$ cat src/rtl/fetch_queue.sv
// fetch_queue: instruction-fetch stage with a DEPTH-entry prefetch queue of
// {pc, instruction, pc+PC_INC} records, a variable-latency instruction memory
// port and a single redirect port that flushes the queue.
module fetch_queue #(
  parameter int unsigned DEPTH    = 4,
  parameter logic [31:0] RESET_PC = 32'h0000_0000,
  parameter int unsigned PC_INC   = 4
) (
  input  logic                     clk,
  input  logic                     rst,
  output logic                     imem_req,
  output logic [31:0]              imem_addr,
  input  logic                     imem_ack,
  input  logic [31:0]              imem_rdata,
  input  logic                     redirect,
  input  logic [31:0]              redirect_pc,
  output logic                     out_valid,
  input  logic                     out_ready,
  output logic [31:0]              out_instr,
  output logic [31:0]              out_pc,
  output logic [31:0]              out_next_pc,
  output logic [$clog2(DEPTH):0]   count
);

  localparam int unsigned AW   = $clog2(DEPTH);
  localparam logic [AW:0] FULL = (AW+1)'(DEPTH);
  localparam logic [31:0] INC  = 32'(PC_INC);

  typedef enum logic [1:0] {
    ST_IDLE,
    ST_WAIT,
    ST_DISCARD
  } state_t;

  state_t        state, state_d;
  logic [31:0]   fetch_pc, fetch_pc_d;
  logic [31:0]   hold_addr;
  logic [31:0]   redir_aligned;
  logic          push, pop;
  logic [AW:0]   count_pop, count_next;
  logic          space_now, space_after;
  logic [AW-1:0] head, tail;
  logic          redirect_lsb_unused;

  logic [31:0] pc_q    [DEPTH];
  logic [31:0] instr_q [DEPTH];
  logic [31:0] next_q  [DEPTH];

  assign redir_aligned       = {redirect_pc[31:2], 2'b00};
  assign redirect_lsb_unused = ^redirect_pc[1:0];

  // A redirect flushes the queue, so neither a pop nor a push survives it.
  assign out_valid   = (count != '0);
  assign pop         = out_valid && out_ready && !redirect;
  assign push        = (state == ST_WAIT) && imem_ack && !redirect;
  assign count_pop   = count - {{AW{1'b0}}, pop};
  assign count_next  = count_pop + {{AW{1'b0}}, push};
  assign space_now   = (count_pop < FULL);
  assign space_after = (count_next < FULL);

  // In DISCARD fetch_pc already holds the redirect target, but the outstanding
  // request must keep presenting its original address until it is acked.
  assign imem_req  = (state != ST_IDLE);
  assign imem_addr = (state == ST_DISCARD) ? hold_addr : fetch_pc;

  assign out_pc      = pc_q[head];
  assign out_instr   = instr_q[head];
  assign out_next_pc = next_q[head];

  // Fetch FSM next-state and fetch-PC update.
  always_comb begin
    state_d    = state;
    fetch_pc_d = fetch_pc;
    unique case (state)
      ST_IDLE: begin
        if (redirect) begin
          fetch_pc_d = redir_aligned;
        end else if (space_now) begin
          state_d = ST_WAIT;
        end
      end
      ST_WAIT: begin
        if (redirect) begin
          fetch_pc_d = redir_aligned;
          state_d    = imem_ack ? ST_IDLE : ST_DISCARD;
        end else if (imem_ack) begin
          fetch_pc_d = fetch_pc + INC;
          state_d    = space_after ? ST_WAIT : ST_IDLE;
        end
      end
      ST_DISCARD: begin
        if (redirect) begin
          fetch_pc_d = redir_aligned;
        end
        if (imem_ack) begin
          state_d = space_now ? ST_WAIT : ST_IDLE;
        end
      end
      default: state_d = ST_IDLE;
    endcase
  end

  // FSM state, fetch PC and held request address.
  always_ff @(posedge clk or posedge rst) begin
    if (rst) begin
      state     <= ST_IDLE;
      fetch_pc  <= RESET_PC;
      hold_addr <= RESET_PC;
    end else begin
      state    <= state_d;
      fetch_pc <= fetch_pc_d;
      if (state != ST_DISCARD) begin
        hold_addr <= fetch_pc;
      end
    end
  end

  // Queue pointers and occupancy; redirect empties the queue.
  always_ff @(posedge clk or posedge rst) begin
    if (rst) begin
      head  <= '0;
      tail  <= '0;
      count <= '0;
    end else if (redirect) begin
      head  <= '0;
      tail  <= '0;
      count <= '0;
    end else begin
      if (push) tail <= tail + 1'b1;
      if (pop)  head <= head + 1'b1;
      count <= count_next;
    end
  end

  // Queue storage write on push.
  always_ff @(posedge clk) begin
    if (push) begin
      pc_q[tail]    <= fetch_pc;
      instr_q[tail] <= imem_rdata;
      next_q[tail]  <= fetch_pc + INC;
    end
  end

endmodule

$ cat config.mk
export PLATFORM = sky130hd
export DESIGN_NAME = fetch_queue
export DESIGN_NICKNAME = d
export VERILOG_FILES = /design/src/rtl/fetch_queue.sv
export SDC_FILE = /design/constraint.sdc
export NUM_CORES = 1
export LEC_CHECK = 0
export ABC_AREA = 0
export BUFFER_PORTS_ARGS = -buffer_cell sky130_fd_sc_hd__buf_2
export CAP_MARGIN = 10
export CORE_ASPECT_RATIO = 2
export CORE_MARGIN = 8
export CORE_UTILIZATION = 58
export CTS_CLUSTER_SIZE = 25
export DETAILED_ROUTE_END_ITERATION = 7
export PLACE_DENSITY_LB_ADDON = 0.15
export SYNTH_ARGS = -nofsm -noshare
export SYNTH_HDL_FRONTEND = slang
export SYNTH_SLANG_ARGS = --single-unit
$ cat constraint.sdc
create_clock -name clk -period 4.8 [get_ports clk]
set_clock_uncertainty 0.15 [all_clocks]
set_input_delay 0.24 -clock clk [delete_from_list [all_inputs] [get_ports clk]]
set_output_delay 0.24 -clock clk [all_outputs]
set_load 0.01 [all_outputs]
==> out/qor.yml, run 1 <==
status: "finished, final reports clean"
slowest_delay_ns: 1.10
cts_sinks: 437
tns_ns: 0
hold_violations: 0
synth_xor_area_frac: 0.0166
synth_compound_area_frac: 0.0379
top_level_ports: 202
synth-async-reset-ratio: 0.158
overflow: 0
synth_warnings: 0
clkLatencyLatePin_ns: 0.52
grt_pass1_wl_um: 57900
synthDistinctLibCells: 55
num_vias: 9317
max_freq_ghz: 0.317
final_common_cell: "edfxtp_1"
finalPower_w: 0.00979
rsz0062_at_grt: "no"
cts-root-buf: "clkbuf_16"
numPortBuffers: 193
cts_tree: "built"
grt_use_total: 0.209
slowest_stage: "nor4_2"
fin_crit_ns: 3.16
worst_pin_slew_ns: 1.26
yosys-mux-area-fraction: 0.137
synth_cells: 914
peakVddDrop_uv: 389
ys_seq_elements: 437
hpwlAfterDp_um: 23900
globalplace.congestion: 0.863
initial_core_util: 0.589
hp-class: "in -> reg"
drt_first_iter_violations: 623
diodes: 0
start_kind: "flip-flop"
grt_max_degree: 70
viasPerCell: 6.02
period_share: 0.658
fillers: 1871
yosys.area_share.simple: 0.0447
grt_pass1_vias: 9931
syn_avg_cell_area_um2: 19.0
die_y_um: 261
numCtsBuffers: 37
synth_top_family_by_area: "multiplexers"
pre_cts_ws_ns: 1.62
die_area_mm2: 0.0361
seq_area_frac_synth: 0.735
area_growth_pct: 18.2
setup_violations: 0
wirelength_um: 38000
slew_headroom: 0.150
synth_flop_cell: "edfxtp_1"
nets: 1236
endpoint_kind: "flip-flop"
fp.coreArea_mm2: 0.0295
synth_area_mm2: 0.0174
synth_edf_count: 368
p_per_area_mw_per_mm2: 476
final_antenna_net_count: 0
drc: 0
clkTransAtPathRegs_ns: 0.07
wire_per_inst_um: 24.5
crit_path_cell_trace: "nand4_1, nor4_2, nand4_1, xnor2_1"
drt_pass1_iterations: 5
synth_fa_ha_area_frac: 0.00648
maxCapViolations: 0
critical_path_class: "reg -> reg"
critPathMaxFanout: 15
maxSlewViolCount: 0
antenna_found_initial: 0
drive_gt1_frac: 0.338
p_leak_nw: 7.08
setup_ws_ns: 1.64
mostFrequentLayoutCells: "edfxtp_1, buf_2, mux4_2, dfrtp_1, dlygate4sd3_1"
cp.required_ns: 4.92
htreeDepth: 2
arrival_ns: 3.28
cp_common_cell: "nand4_1"
die_w_um: 138
clk_path_buf_depth: 3
rows: 89
postCtsSetupBuffers: 0
[flip-flops by register name, summed over array words and instances (netlist names)]
register and cells:
count 3, state 2, next_q 120, hold_addr 30, instr_q 128, fetch_pc 30, pc_q 120, tail 2
head 2
[Yosys cell counts, types with 3 or more instances]
library cell	count	area, µm²
nand2_1	40	150
inv_1	12	45.0
ha_1	9	113
and3_1	11	68.8
or3_1	6	37.5
a2bb2oi_1	9	78.8
buf_2	22	110
nor3_1	4	20.0
clkbuf_1	33	124
o211ai_1	11	82.6
nor2b_1	5	31.3
xnor2_1	24	210
mux2_2	27	304
nand3_1	23	115
dfrtp_1	69	1730
a31o_2	3	26.3
edfxtp_1	368	11100
nand4_1	15	93.8
xor2_1	9	78.8
o22ai_1	9	56.3
and4_1	6	52.6
mux4_2	92	2070
nor2_1	18	67.6
a21oi_1	15	75.1
o21ai_0	9	45.0
buf_1	8	30.0
a31oi_1	3	18.8
buf_4	8	60.1
a32oi_1	12	105
a211o_1	3	26.3
[worst paths after layout]
path                                           start                   endpoint  slack (ns)  depth (start not counted)
setup reg to reg             fetch_pc[4]$_DFFE_PP0P_    next_q[2][29]$_DFFE_PP_        1.64                          4
hold reg to reg            hold_addr[10]$_DFFE_PP0N_  hold_addr[10]$_DFFE_PP0N_        0.34                          1
max in group asynchronous                        rst        head[0]$_DFFE_PP0P_        3.37                          4
min in group asynchronous                        rst       state[1]$_DFFE_PP0P_        0.41                          4
hold / removal                              redirect        head[0]$_DFFE_PP0P_        0.05                          2
setup / recovery             fetch_pc[4]$_DFFE_PP0P_    next_q[2][29]$_DFFE_PP_        1.64                          4
[worst max-delay path: cells and delay by family (launching register included)]
family           cells  cell delay [ns]
AND/OR/NAND/NOR      3             1.65
XOR/XNOR             1             0.47
flip-flops           1             0.64
[metal layers]
metal  wire length (µm)  vias up  global-route usage
li1                   -     4146                   -
met1              14100     4801               0.238
met2              20900      310               0.383
met3               1850       60              0.0371
met4               1130        0              0.0807
met5                  0        -                   0
[cells by family (layout without fill, tap and decap cells)]
kind of cell,after synthesis,after routing
DFF,437,437
adders and majority gates,9,9
muxes,120,120
xor gates and xnor gates,33,33
AOI/OAI and AO/OA,88,88
and+or+nand+nor,142,142
buffers and inverters,84,349
other,1,6
[final cells by class]
cell class,count,area (µm²),share of cell area
flip-flops and latches,437,12800,0.622
multi-input cells,398,4280,0.209
repair buffers,272,1800,0.0874
clock buffers,46,1000,0.0488
well taps,364,455,0.0222
clock inverters,19,176,0.00859
inverters,12,46.3,0.00225
[what timing repair did]
item | CTS | global route
endpoints found under the hold margin | 232 | 0
gates resized for setup | 0 | 0
setup endpoints to repair | 0 | 0
hold buffers | 65 | 0
[power by group]
group	total, W	internal (W)	switching (W)
sequential	0.00494	0.00455	0.000389
combinational	0.00190	0.000916	0.000988
clock	0.00294	0.00165	0.00129
[metrics by stage]
step           cell area, µm²   util  cells  hold slack, ns
3_5_place_dp            18700  0.634   1418           0.307
4_1_cts                 20500  0.696   1548          0.0288
6_report                20500  0.696   1548          0.0538
5_1_grt                 20500  0.696   1548          0.0564
2_1_floorplan           17400      -    919           0.156
3_3_place_gp            18700  0.634   1418           0.301
Note: power is estimated with default switching activity, not from simulation.
==> inputs of run 2 (changes only) <==
CORE_UTILIZATION = 52   (was 58)
clock period = 2.6 ns   (was 4.8 ns; I/O delays follow)
==> out/qor.yml, run 2 (same netlist as run 1, synthesis figures left out) <==
fp.coreArea_mm2: 0.0333  # was 0.0295 mm²
crit_path_cell_trace: "or3_4, nand2_2, nor2_1, ha_1, ha_1, inv_1, ha_2, inv_1, o21ai_1, a22oi_1, o31ai_1"  # was nand4_1, nor4_2, nand4_1, xnor2_1
die_w_um: 145  # was 138 µm
max_freq_ghz: 0.407  # was 0.317 GHz
nets: 1277  # was 1236
final_common_cell: "edfxtp_1"  # unchanged
viasPerCell: 5.70  # was 6.02
pre_cts_ws_ns: 0.0950  # was 1.62 ns
die_area_mm2: 0.0399  # was 0.0361 mm²
fin_area_mm2: 0.0212  # was 0.0205 mm²
top_level_ports: 202  # unchanged
drt_pass1_iterations: 7  # was 5
numCtsBuffers: 38  # was 37
wirelength_um: 38100  # was 38000 µm
crit_start: "count[1]$_DFF_PP0_"  # was fetch_pc[4]$_DFFE_PP0P_
globalplace.congestion: 0.781  # was 0.863
die_y_um: 275  # was 261 µm
maxSlewViolCount: 0  # unchanged
hpwlAfterDp_um: 24000  # was 23900 µm
p_per_area_mw_per_mm2: 881  # was 476 mW/mm²
cts_sinks: 437  # unchanged
maxCapViolations: 0  # unchanged
grt_max_degree: 60  # was 70
clk_path_buf_depth: 3  # unchanged
rr_worst_depth: 11  # was 4
final_core_util: 0.638  # was 0.696
status: "finished, final reports clean"  # unchanged
cts-root-buf: "clkbuf_16"  # unchanged
grt_pass1_wl_um: 59400  # was 57900 µm
final_antenna_net_count: 0  # unchanged
endpoint_kind: "flip-flop"  # unchanged
area_growth_pct: 22.2  # was 18.2%
cts_tree: "built"  # unchanged
setup_ws_ns: 0.140  # was 1.64 ns
clkLatencyLatePin_ns: 0.54  # was 0.52 ns
drc: 0  # unchanged
slowest_delay_ns: 0.41  # was 1.10 ns
top_register: "instr_q"  # unchanged
num_vias: 9492  # was 9317
critPathMaxFanout: 3  # was 15
grt_pass1_vias: 10000  # was 9931
post_dp_cell_area_mm2: 0.0192  # was 0.0187 mm²
rsz0062_at_grt: "no"  # unchanged
setup_violations: 0  # unchanged
path_buf_inv: 2  # was 0
period_share: 0.946  # was 0.658
critical-path-top-delay-family: "adder cells"  # was simple AND/OR/NAND/NOR gates
finalPower_w: 0.0187  # was 0.00979 W
htreeDepth: 2  # unchanged
r2r_start: "count[1]$_DFF_PP0_"  # was fetch_pc[4]$_DFFE_PP0P_
slowest_stage: "or3_4"  # was nor4_2
numPortBuffers: 193  # unchanged
fillers: 2408  # was 1871
antenna_found_initial: 1  # was 0
mostFrequentLayoutCells: "edfxtp_1, buf_2, mux4_2, dlygate4sd3_1, dfrtp_1"  # was edfxtp_1, buf_2, mux4_2, dfrtp_1, dlygate4sd3_1
worst_pin_slew_ns: 0.666  # was 1.26 ns
hold_violations: 0  # unchanged
drive_gt1_frac: 0.360  # was 0.338
peakVddDrop_uv: 878  # was 389 µV
arrival_ns: 2.74  # was 3.28 ns
initial_core_util: 0.522  # was 0.589
clkTransAtPathRegs_ns: 0.07  # about the same
top_regs: "instr_q (128), next_q (120), pc_q (120)"  # unchanged
overflow: 0  # unchanged
rows: 95  # was 89
grt_use_total: 0.192  # was 0.209
fin_crit_ns: 2.46  # was 3.16 ns
cp.required_ns: 2.88  # was 4.92 ns
p_leak_nw: 7.38  # was 7.08 nW
slew_headroom: 0.556  # was 0.150
largest_register_ffs: 128  # unchanged
critical_path_class: "reg -> reg"  # unchanged
start_kind: "flip-flop"  # unchanged
drt_first_iter_violations: 648  # was 623
cp.depth: 11  # was 4
hp-class: "in -> async"  # was in -> reg
wire_per_inst_um: 22.9  # was 24.5 µm
-- run 2: changes by cell type in the layout (fill, tap and decap cells not counted), moves of 3 or more --
cell and change:
buf_4 +23, buf_12 +14, clkbuf_1 +3, clkinvlp_4 -3, dlygate4sd3_1 +3
-- run 2: per-layer routing --
layer,wire [µm],vias up,track usage
met5,0,-,0
met4,880,0,0.0606
met3,2020,56,0.0343
li1,-,4227,-
met1,15600,4918,0.246
met2,19600,291,0.330
-- run 2: power breakdown --
part / switching (W) / internal (W)
clock: 0.00240 / 0.00341
sequential: 0.000450 / 0.00841
combinational: 0.00209 / 0.00195
total: 0.00495 / 0.0138
-- run 2: path summary, 6_finish.rpt --
path	slack (ns)	to
setup / recovery	0.14	state[0]$_DFFE_PP0P_
hold / removal	0.08	state[1]$_DFFE_PP0P_
setup reg to reg	0.14	state[0]$_DFFE_PP0P_
hold reg to reg	0.34	hold_addr[10]$_DFFE_PP0N_
max in group asynchronous	1.54	hold_addr[21]$_DFFE_PP0N_
min in group clk	0.20	instr_q[2][1]$_DFFE_PP_
-- run 2: timing repair --
| action | 4_1_cts | 5_1_grt |
|---|---|---|
| hold buffers | 68 | 0 |
| hold endpoints to repair | 230 | 0 |
| buffers inserted | 4 | 1 |
| pin swaps | 0 | 1 |
| resized for setup | 0 | 4 |
| endpoints found under the setup margin | 11 | 1 |
-- run 2: final cells by class --
cell class / count / area, µm² / share of cell area
flip-flops and latches: 437 / 12800 / 0.602
multi-input cells: 398 / 4290 / 0.202
well taps: 436 / 546 / 0.0257
clock buffers: 52 / 1080 / 0.0507
inverters: 12 / 46.3 / 0.00218
clock inverters: 18 / 210 / 0.00990
repair buffers: 312 / 2280 / 0.107
diodes: 1 / 2.50 / 0.000118
-- run 2: tightest hold or removal path: cells and delay by family --
family   cells  cell delay (ns)
buf+inv      3             1.12
-- run 2: metrics by stage --
step / hold WS, ns / setup TNS, ns / std cells
floorplan: 0.0464 / -115.55 / 919
global placement: 0.0916 / 0 / 1522
detailed placement: 0.0900 / 0 / 1522
CTS: 0.0572 / 0 / 1664
global route: 0.120 / 0 / 1666
finish: 0.0841 / 0 / 1666
==> inputs of run 3 (changes only) <==
RECOVER_POWER = 100   (was not set)
==> out/qor.yml, run 3 (same netlist as run 1, synthesis figures left out) <==
final_common_cell: "edfxtp_1"  # unchanged
post-place-cells: 1522  # unchanged
switching_share: 0.268  # was 0.264
period_share: 0.958  # was 0.946
drt_first_iter_violations: 570  # was 648
cp.required_ns: 2.32  # was 2.88 ns
status: "complete, but fails checks"  # was finished, final reports clean
maxSlewViolCount: 32  # was 0
clkPwrFrac: 0.315  # was 0.311
rr_worst_depth: 11  # unchanged
crit_start: "head[0]$_DFFE_PP0P_"  # was count[1]$_DFF_PP0_
mostFrequentLayoutCells: "edfxtp_1, clkbuf_1, mux4_2, dlygate4sd3_1, dfrtp_1"  # was edfxtp_1, buf_2, mux4_2, dlygate4sd3_1, dfrtp_1
top_usage_layer: "met2"  # unchanged
p_sw_w: 0.00495  # about the same
r2r_start: "count[1]$_DFF_PP0_"  # unchanged
layout.cells.non_filler: 1666  # unchanged
grt_max_degree: 60  # unchanged
num_vias: 9497  # was 9492
globalplace.congestion: 0.781  # unchanged
die_w_um: 145  # unchanged
hp-start: "imem_rdata[9]"
violations: "capacitance limit, slew limit"
worst_pin_slew_ns: 1.62  # was 0.666 ns
maxCapViolations: 1  # was 0
drive_gt1_frac: 0.238  # was 0.360
die_y_um: 275  # unchanged
crit_path_cell_trace: "buf_12, buf_4, mux4_2, clkbuf_2"  # was or3_4, nand2_2, nor2_1, ha_1, ha_1, inv_1, ha_2, inv_1, o21ai_1, a22oi_1, o31ai_1
cts_sinks: 437  # unchanged
top_level_ports: 202  # unchanged
arrival_ns: 2.21  # was 2.74 ns
path_buf_inv: 3  # was 2
p_per_area_mw_per_mm2: 882  # was 881 mW/mm²
endpoint_kind: "primary output"  # was flip-flop
top_regs: "instr_q (128), next_q (120), pc_q (120)"  # unchanged
top_register: "instr_q"  # unchanged
start_kind: "flip-flop"  # unchanged
cp.depth: 4  # was 11
clkTransAtPathRegs_ns: 0.07  # about the same
slowest_delay_ns: 0.61  # was 0.41 ns
rows: 95  # unchanged
hpwlAfterDp_um: 24000  # unchanged
fin_crit_ns: 2.49  # was 2.46 ns
clkLatencyLatePin_ns: 0.54  # about the same
clk_path_buf_depth: 3  # unchanged
cts-root-buf: "clkbuf_16"  # unchanged
wirelength_um: 38200  # was 38100 µm
hold_violations: 0  # unchanged
max_freq_ghz: 0.402  # was 0.407 GHz
antenna_found_initial: 1  # unchanged
met3_usage: 0.0343  # unchanged
cts_tree: "built"  # unchanged
met2_usage: 0.330  # unchanged
finalPower_w: 0.0185  # was 0.0187 W
critical_path_class: "reg -> out"  # was reg -> reg
final_antenna_net_count: 0  # unchanged
p_leak_nw: 6.96  # was 7.38 nW
area_growth_pct: 20.3  # was 22.2%
die_area_mm2: 0.0399  # unchanged
slowest_stage: "mux4_2"  # was or3_4
drt_pass1_iterations: 6  # was 7
hp-class: "in -> reg"  # was in -> async
peakVddDrop_uv: 837  # was 878 µV
critical-path-top-delay-family: "buffers and inverters"  # was adder cells
use_met1: 0.246  # unchanged
intPower_w: 0.0135  # was 0.0138 W
setup_violations: 0  # unchanged
grt_pass1_vias: 10000  # unchanged
drc: 0  # unchanged
pwr-share-comb: 0.205  # was 0.216
seqPwrFrac: 0.480  # was 0.474
fp.coreArea_mm2: 0.0333  # unchanged
numPortBuffers: 193  # unchanged
grt_use_total: 0.192  # unchanged
grt_pass1_wl_um: 59400  # unchanged
wire_per_inst_um: 22.9  # about the same
largest_register_ffs: 128  # unchanged
min_path_cells: 2
slew_headroom: -0.0858  # was 0.556
htreeDepth: 2  # unchanged
critPathMaxFanout: 14  # was 3
numCtsBuffers: 38  # unchanged
nets: 1277  # unchanged
rsz0062_at_grt: "no"  # unchanged
fillers: 2496  # was 2408
overflow: 0  # unchanged
viasPerCell: 5.70  # about the same
initial_core_util: 0.522  # unchanged
-- run 3: worst register-to-register path, stage by stage, from the launching register on --
cell and delay [ns]:
dfrtp_1 0.39, or3_4 0.41, nand2_2 0.10, nor2_1 0.05, ha_1 0.19, ha_1 0.27, inv_1 0.07, ha_2 0.17
inv_1 0.06, o21ai_1 0.14, a22oi_1 0.10, o31ai_1 0.28
-- run 3: timing repair --
action                                 4_1_cts  5_1_grt
endpoints found under the hold margin      230        0
buffers inserted                             4        1
setup endpoints to repair                   11        1
hold buffers                                68        0
pin swaps                                    0        1
cloned                                       0        0
resized for setup                            0        4
-- run 3: layer usage --
layer,part of all wire,routed length [µm]
met1,0.41,15700
met4,0.022,850
met5,0,0
met3,0.053,2020
met2,0.51,19700
-- run 3: final cells by class --
type,instances,area [µm²],share of cell area
clock buffers,52,1080,0.0515
multi-input cells,398,4280,0.205
repair buffers,312,1970,0.0943
flip-flops and latches,437,12800,0.611
inverters,12,46.3,0.00221
diodes,1,2.50,0.000120
well taps,436,546,0.0261
clock inverters,18,210,0.0100
-- run 3: path summary, 6_finish.rpt --
path	endpoint	slack [ns]
min	instr_q[0][9]$_DFFE_PP_	0.24
max	out_next_pc[9]	0.11
max in group asynchronous	hold_addr[21]$_DFFE_PP0N_	0.54
min reg2reg	hold_addr[2]$_DFFE_PP0N_	0.35
max reg2reg	state[0]$_DFFE_PP0P_	0.14
min in group asynchronous	hold_addr[3]$_DFFE_PP0N_	0.38
-- run 3: per-stage QoR --
stage	TNS, ns	utilization	area [µm²]	setup WS (ns)	hold WS [ns]
3_5_place_dp	0	0.577	19200	0.0950	0.0900
3_3_place_gp	0	0.577	19200	0.245	0.0916
6_report	0	0.628	20900	0.110	0.244
2_1_floorplan	-115.55	-	17400	-0.424	0.0464
5_1_grt	0	0.628	20900	0.00610	0.260
4_1_cts	0	0.638	21200	0.0683	0.0572
-- run 3: power groups by stage --
stage / clock, W / combinational, W / sequential, W
finish: 0.00581 / 0.00378 / 0.00887
floorplan: 0 / 0.00255 / 0.00879
detailed placement: 0 / 0.00389 / 0.00908
global placement: 0 / 0.00383 / 0.00904
CTS: 0.00596 / 0.00412 / 0.00887
global route: 0.00620 / 0.00413 / 0.00894
